--- config.mk ---
export PLATFORM = sky130hd
export DESIGN_NAME = draw_wr_combiner
export DESIGN_NICKNAME = d
export VERILOG_FILES = /design/src/rtl/draw_wr_combiner_pkg.sv /design/src/rtl/draw_wr_combiner.sv
export SDC_FILE = /design/constraint.sdc
export NUM_CORES = 1
export LEC_CHECK = 0
export ABC_CLOCK_PERIOD_IN_PS = 4890
export CAP_MARGIN = 30
export CORE_ASPECT_RATIO = 0.7
export CORE_MARGIN = 2
export CORE_UTILIZATION = 54
export DETAILED_ROUTE_END_ITERATION = 12
export PLACE_DENSITY = 0.85
export SKIP_CTS_REPAIR_TIMING = 1
export SYNTH_ARGS = -nofsm -noshare
export SYNTH_HDL_FRONTEND = slang
export SYNTH_SLANG_ARGS = --single-unit
--- constraint.sdc ---
create_clock -name clk -period 4.89 [get_ports clk]
set_input_delay 0.489 -clock clk [delete_from_list [all_inputs] [get_ports clk]]
set_output_delay 0.489 -clock clk [all_outputs]
set_load 0.02 [all_outputs]
--- src/rtl/draw_wr_combiner_pkg.sv ---
`timescale 1ns/1ps
`default_nettype none
// ============================================================================
// Module      : draw_wr_combiner_pkg
// Description : Shared types, constants and helpers for the draw write
//               combiner (merge-line record, output FSM states, nibble mask
//               expansion).
// Revision    : 1.0 - initial release
// ============================================================================
package draw_wr_combiner_pkg;

    // Default number of idle cycles before a partial merge line is pushed out
    localparam int DRAW_WRC_TIMEOUT = 8;

    // One pending VRAM write: word address, data and per-nibble write mask
    typedef struct packed {
        logic [15:0] addr;
        logic [15:0] data;
        logic [3:0]  mask;
    } vram_wr_line_t;

    // Output register state: empty, or holding a write until the arbiter acks
    typedef enum logic [0:0] {
        OUT_IDLE = 1'b0,
        OUT_WAIT = 1'b1
    } out_state_t;

    // Expand a 4-bit nibble mask to a 16-bit bit mask (bit3 -> [15:12])
    function automatic logic [15:0] nibble_expand(input logic [3:0] mask);
        logic [15:0] expanded;
        expanded = '0;
        for (int i = 0; i < 4; i++) begin
            expanded[i*4 +: 4] = {4{mask[i]}};
        end
        return expanded;
    endfunction

endpackage : draw_wr_combiner_pkg
`default_nettype wire

--- src/rtl/draw_wr_combiner.sv ---
`timescale 1ns/1ps
`default_nettype none
// ============================================================================
// Module      : draw_wr_combiner
// Description : Merges consecutive draw-unit nibble writes to the same VRAM
//               word into one masked write. Holds a single merge line and a
//               single output register; back-pressures upstream by
//               withholding the accept pulse.
// Revision    : 1.0 - initial release
// ============================================================================
module draw_wr_combiner
    import draw_wr_combiner_pkg::*;
#(
    parameter int TIMEOUT_CYCLES = DRAW_WRC_TIMEOUT
) (
    input  logic        clk,
    input  logic        reset_n_i,
    // upstream (draw unit) write port
    input  logic        in_sel_i,
    input  logic        in_wr_i,
    input  logic [3:0]  in_mask_i,
    input  logic [15:0] in_addr_i,
    input  logic [15:0] in_data_i,
    output logic        in_ack_o,
    // force the merge line out
    input  logic        flush_i,
    // downstream (VRAM arbiter) write port
    input  logic        vram_ack_i,
    output logic        vram_sel_o,
    output logic        vram_wr_o,
    output logic [3:0]  vram_mask_o,
    output logic [15:0] vram_addr_o,
    output logic [15:0] vram_data_o,
    output logic        busy_o
);

    // Idle counter compare value; legal range is 1..255 so 8 bits suffice
    localparam logic [7:0] TIMEOUT_C = TIMEOUT_CYCLES[7:0];

    // ------------------------------------------------------------------------
    // State
    // ------------------------------------------------------------------------
    logic          ack_q,        ack_d;
    logic          line_valid_q, line_valid_d;
    vram_wr_line_t line_q,       line_d;
    logic [7:0]    idle_cnt_q,   idle_cnt_d;

    out_state_t    state_q;
    logic          vram_sel_q;
    logic          vram_wr_q;
    vram_wr_line_t out_q;

    // ------------------------------------------------------------------------
    // Request decode
    // ------------------------------------------------------------------------
    logic        req;
    logic        addr_hit;
    logic        out_free;
    logic        accept;
    logic        merge;
    logic        load;
    logic        conflict;
    logic        line_full;
    logic        timed_out;
    logic        flush_req;
    logic        handoff;
    logic [15:0] in_bitmask;

    // The ack cycle belongs to the request just accepted, so it is masked here
    assign req        = in_sel_i & ~ack_q;
    assign addr_hit   = line_valid_q & (in_addr_i == line_q.addr);
    // Output can take a new line if empty or being acked this very cycle
    assign out_free   = (state_q == OUT_IDLE) | vram_ack_i;
    // Reads, merges and loads into an empty line never stall; a different
    // address only goes through when the current line can move out now
    assign accept     = req & (~in_wr_i | ~line_valid_q | addr_hit | out_free);
    assign merge      = accept & in_wr_i & addr_hit;
    assign load       = accept & in_wr_i & ~addr_hit;
    assign conflict   = load & line_valid_q;

    assign line_full  = (line_q.mask == 4'b1111);
    assign timed_out  = (idle_cnt_q == TIMEOUT_C);
    // A merge in this cycle takes precedence; the full check then happens on
    // the following cycle with the merged mask
    assign flush_req  = line_valid_q & ~merge & (line_full | timed_out | flush_i);
    assign handoff    = out_free & (conflict | flush_req);

    assign in_bitmask = nibble_expand(in_mask_i);

    // Next-state for the merge line, accept pulse and idle counter
    always_comb begin
        ack_d        = accept;
        line_d       = line_q;
        line_valid_d = line_valid_q;

        if (merge) begin
            line_d.data = (line_q.data & ~in_bitmask) | (in_data_i & in_bitmask);
            line_d.mask = line_q.mask | in_mask_i;
        end else if (load) begin
            line_d.addr  = in_addr_i;
            line_d.data  = in_data_i & in_bitmask;
            line_d.mask  = in_mask_i;
            line_valid_d = 1'b1;
        end else if (handoff) begin
            line_valid_d = 1'b0;
        end

        if (accept || !line_valid_q) begin
            idle_cnt_d = 8'd0;
        end else if (timed_out) begin
            idle_cnt_d = idle_cnt_q;
        end else begin
            idle_cnt_d = idle_cnt_q + 8'd1;
        end
    end

    // Merge line, accept pulse and idle counter registers
    always_ff @(posedge clk or negedge reset_n_i) begin
        if (!reset_n_i) begin
            ack_q        <= 1'b0;
            line_valid_q <= 1'b0;
            line_q       <= '0;
            idle_cnt_q   <= 8'd0;
        end else begin
            ack_q        <= ack_d;
            line_valid_q <= line_valid_d;
            line_q       <= line_d;
            idle_cnt_q   <= idle_cnt_d;
        end
    end

    // Output FSM: captures the line on handoff and holds it until acked
    always_ff @(posedge clk or negedge reset_n_i) begin
        if (!reset_n_i) begin
            state_q    <= OUT_IDLE;
            vram_sel_q <= 1'b0;
            vram_wr_q  <= 1'b0;
            out_q      <= '0;
        end else begin
            case (state_q)
                OUT_IDLE: begin
                    if (handoff) begin
                        state_q    <= OUT_WAIT;
                        vram_sel_q <= 1'b1;
                        vram_wr_q  <= 1'b1;
                        out_q      <= line_q;
                    end
                end
                OUT_WAIT: begin
                    // Handoff here implies vram_ack_i, so the next write
                    // follows back-to-back with sel held high
                    if (handoff) begin
                        out_q <= line_q;
                    end else if (vram_ack_i) begin
                        state_q    <= OUT_IDLE;
                        vram_sel_q <= 1'b0;
                        vram_wr_q  <= 1'b0;
                    end
                end
                default: begin
                    state_q    <= OUT_IDLE;
                    vram_sel_q <= 1'b0;
                    vram_wr_q  <= 1'b0;
                end
            endcase
        end
    end

    // ------------------------------------------------------------------------
    // Outputs
    // ------------------------------------------------------------------------
    assign in_ack_o    = ack_q;
    assign vram_sel_o  = vram_sel_q;
    assign vram_wr_o   = vram_wr_q;
    assign vram_addr_o = out_q.addr;
    assign vram_data_o = out_q.data;
    assign vram_mask_o = out_q.mask;
    assign busy_o      = line_valid_q | (state_q == OUT_WAIT) | ack_q;

endmodule : draw_wr_combiner
`default_nettype wire

==> metrics.md <==
| Metric | Value |
|---|---|
| Setup TNS | `0 ps` |
| Number of global-route vias before repair | `2453` |
| IO Port Bufs | `81` |
| Biggest area consumer among synthesized cells | `dfrtp_1` |
| Initial Utilization | `55.29%` |
| Period minus WS final | `2977 ps` |
| Worst-Margin Slew | `727.9 ps` |
| Synth Net Count | `between 300 and 400` |
| Wire length per cell | `17.87 µm` |
| Syn-to-layout area delta | `31.35%` |
| Largest net degree at the start of global routing | `66` |
| Compound-Gate Fraction of Synth Area | `approximately 7.2%` |
| Chip width | `102.7 µm` |
| Layout cell share with drive strength beyond 1 | `roughly a quarter` |
| Worst relative slew slack | `51.36%` |
| Main combinational cell family by area after synthesis | `multiplexers` |
| Final net count | `387` |
| Seq cells post-synth | `84` |
| Crit-path cells | `clkdlybuf4s50_1 > xnor2_1 > nand4_1 > nor3_2 > nand3_1 > nand3_4 > mux2_2` |
| Max Cap Violations | `0` |
| Vias per cell | `5.446` |
| Initial antenna violation count | `0` |
| Num CTS Buffers | `9` |
| Max VDD drop | `between 0.3 and 0.4 mV` |
| Clock Sinks | `84` |
| Outcome | `finished clean` |
| Final Cycle Share | `60.87%` |
| Detailed Route Iter0 Violations | `between 100 and 150` |
| WP data arrival | `roughly 3200 ps` |
| CP Launch Point | `in_addr_i[12]` |
| Post-Syn Area | `0.003684 mm²` |
| Reg2Reg Depth | `6` |
| Clock root buffer | `clkbuf_8` |
| Yosys cell types | `35` |
| Tot Pwr | `about 2400 µW` |
| Critical Path End Type | `register` |
| Number of flops mapped to enable cells by yosys | `0` |
| CP peak stage delay | `630 ps` |
| Placer Congestion | `slightly above 0.8` |
| RSZ-0062 raised after global routing | `false` |
| GRT Residual Overflow | `0` |
| Cells after Synth | `257` |
| Top_reg_cell synth | `dfrtp_1` |
| Hold WC Path Type | `reg -> reg` |
| TritonRoute pass-1 iters | `4` |
| Site row count | `25` |
| Clk buf depth | `2` |
| CP max stage cell | `nand3_4` |
| Async S/R FF share, synth | `100.0%` |
| Req. time, crit path | `5140 ps` |
| Post-DRT Antenna Nets | `0` |
| WP buf/inv | `1` |
| Clk_lat worst skew | `360 ps` |
| Internal reg-to-reg setup slack | `2060 ps` |
| Crit. path cell count | `7` |
| Multiplexer share of the synthesized area | `about 19%` |
| Worst Skew | `just under 9 ps` |
| WS Path Type | `in -> reg` |
| Critical path destination | `vram_addr_o[0]` |
| ANT cells | `0` |
| Die ar. | `0.007508 mm²` |
| IO Count | `82` |
| Synth Area in Simple Gates | `8.356%` |
| CTS tree | `yes` |
| Via count | `2407` |
| Final wirelength | `7.900 mm` |
| Total GRT Usage | `22.61%` |
| Dpl hpwl | `5.406 mm` |
| Leakage | `0.002148 µW` |
| Share of Yosys cell area claimed by the top area cell type | `a little under three fifths` |
| Worst-path clk slew | `roughly 80 ps` |
| FF-to-FF Start | `line_q[32]` |
| Fmax | `approximately 0.34 GHz` |
| Synth Area in XOR/XNOR | `5.231%` |
| Core box area | `0.006663 mm²` |
| Yosys warnings | `0` |
| Global-route wire length before repair | `12.58 mm` |
| DRC violations left | `0` |
| Mapped Avg Cell Area | `14.33 µm²` |
| Final setup vio count | `0` |
| Pwr per Cell Area | `496.7 mW/mm²` |
| Hold Vio Cnt, Final | `0` |
| Adder-Cell Fraction of Synth Area | `0.6793%` |
| Critical Path Fanout Max | `36` |
| Register area share after synthesis | `57.07%` |
| Die height | `73.10 µm` |
| Worst reg2reg endpoint | `vram_addr_o[0]` |
| # H-tree levels | `3` |
| Fin. max-slew vios | `0` |
| Crit path max-delay family | `simple AND/OR/NAND/NOR gates` |
| Fillers | `461` |
| Startpoint Class | `input port` |
| Synth area leaders | `dfrtp_1 57%, mux2_4 12%, mux2_2 7.0%, a32o_1 4.3%, xnor2_1 3.6%` |
metal layers:
metal  wire [µm]  vias up  track usage (%)
li1            -     1111                -
met1        3494     1205            30.18
met2        3827       79            34.93
met3         474       12            8.621
met4         103        0            6.222
met5           0        -                0
cell usage in the layout, fill, tap and decap left out, drive strengths merged, types with 2 or more instances in the layout:
master / synthesis / layout
a21oi: 5 / 5
a32o: 16 / 16
and3: 2 / 2
and4: 4 / 4
buf: 9 / 3
bufinv: 0 / 3
clkbuf: 0 / 10
clkdlybuf4s50: 0 / 80
dfrtp: 84 / 84
ha: 2 / 2
inv: 4 / 5
mux2: 53 / 53
nand2: 5 / 5
nand3: 10 / 10
nand4: 3 / 3
nor2: 16 / 16
nor2b: 5 / 5
nor3: 2 / 2
o21ai: 3 / 3
o22a: 4 / 4
xnor2: 15 / 15
xor2: 7 / 7
cell families (layout without fill, tap and decap cells):
group / after synthesis / in the layout
compound gates: 31 / 31
mux: 53 / 53
fa+ha+maj: 2 / 2
flops: 84 / 84
buf+inv: 13 / 104
xor+xnor: 22 / 22
simple gates: 52 / 52
power breakdown:
group	total [µW]	switching, µW	leakage, µW	internal [µW]
Sequential	1000	129	0.00107	872
Clock	593	252	0.000117	340
Combinational	810	338	0.000966	472
how the worst min path moves through the flow:
stage / startpoint / to / slack (ps) / cells past startpoint
2_1_floorplan: reset_n_i / async pin / 190 / 0
3_3_place_gp: state_q / vram_wr_o / 470 / 1
3_5_place_dp: reset_n_i / idle_cnt_q[7] / 390 / 1
4_1_cts: reset_n_i / idle_cnt_q[7] / -3 / 1
5_1_grt: vram_addr_o[10] / vram_addr_o[10] / 530 / 1
6_report: state_q / vram_wr_o / 500 / 1
cell type report:
class | instances | area [µm²] | share of cell area (%)
inverter | 4 | 15.01 | 0.3103
multi-input combinational | 160 | 1504 | 31.08
sequential | 84 | 2102 | 43.44
clock inverter | 6 | 111.4 | 2.302
tap | 94 | 117.6 | 2.431
clock buffer | 10 | 127.6 | 2.638
timing repair buffer | 84 | 860.8 | 17.79
cell usage after synthesis, types with 3 or more instances:
library cell	number
and4_1	4
xnor2_1	15
mux2_2	23
a21oi_1	4
a32o_1	16
nand2_1	5
nor2b_1	5
dfrtp_1	84
nand3_1	8
mux2_4	30
buf_6	3
nand4_1	3
o22a_1	4
inv_1	4
xor2_1	7
nor2_1	16
buf_2	5
worst register-to-register path: cells and delay by family, from the launching register on:
| kind | cells | cell delay (ps) |
|---|---|---|
| flip-flops | 1 | 420 |
| AND/OR/NAND/NOR | 4 | 1630 |
| multiplexers | 1 | 450 |
| XOR/XNOR | 1 | 230 |
metrics by stage:
| stage | hold WS (ps) | cell area, µm² | instances | setup slack [ps] | utilization, % |
|---|---|---|---|---|---|
| finish | 497.4 | 4838 | 442 | 1913 | 72.62 |
| floorplan | 193.4 | 3684 | 257 | 2881 | - |
| global placement | 469.3 | 4547 | 423 | 1740 | 68.24 |
| detailed placement | 386.0 | 4589 | 425 | 1633 | 68.88 |
| global route | 529.6 | 4838 | 442 | 1863 | 72.62 |
| CTS | -3.225 | 4828 | 441 | 1948 | 72.47 |
No activity file was read; power rests on OpenSTA's default activity.
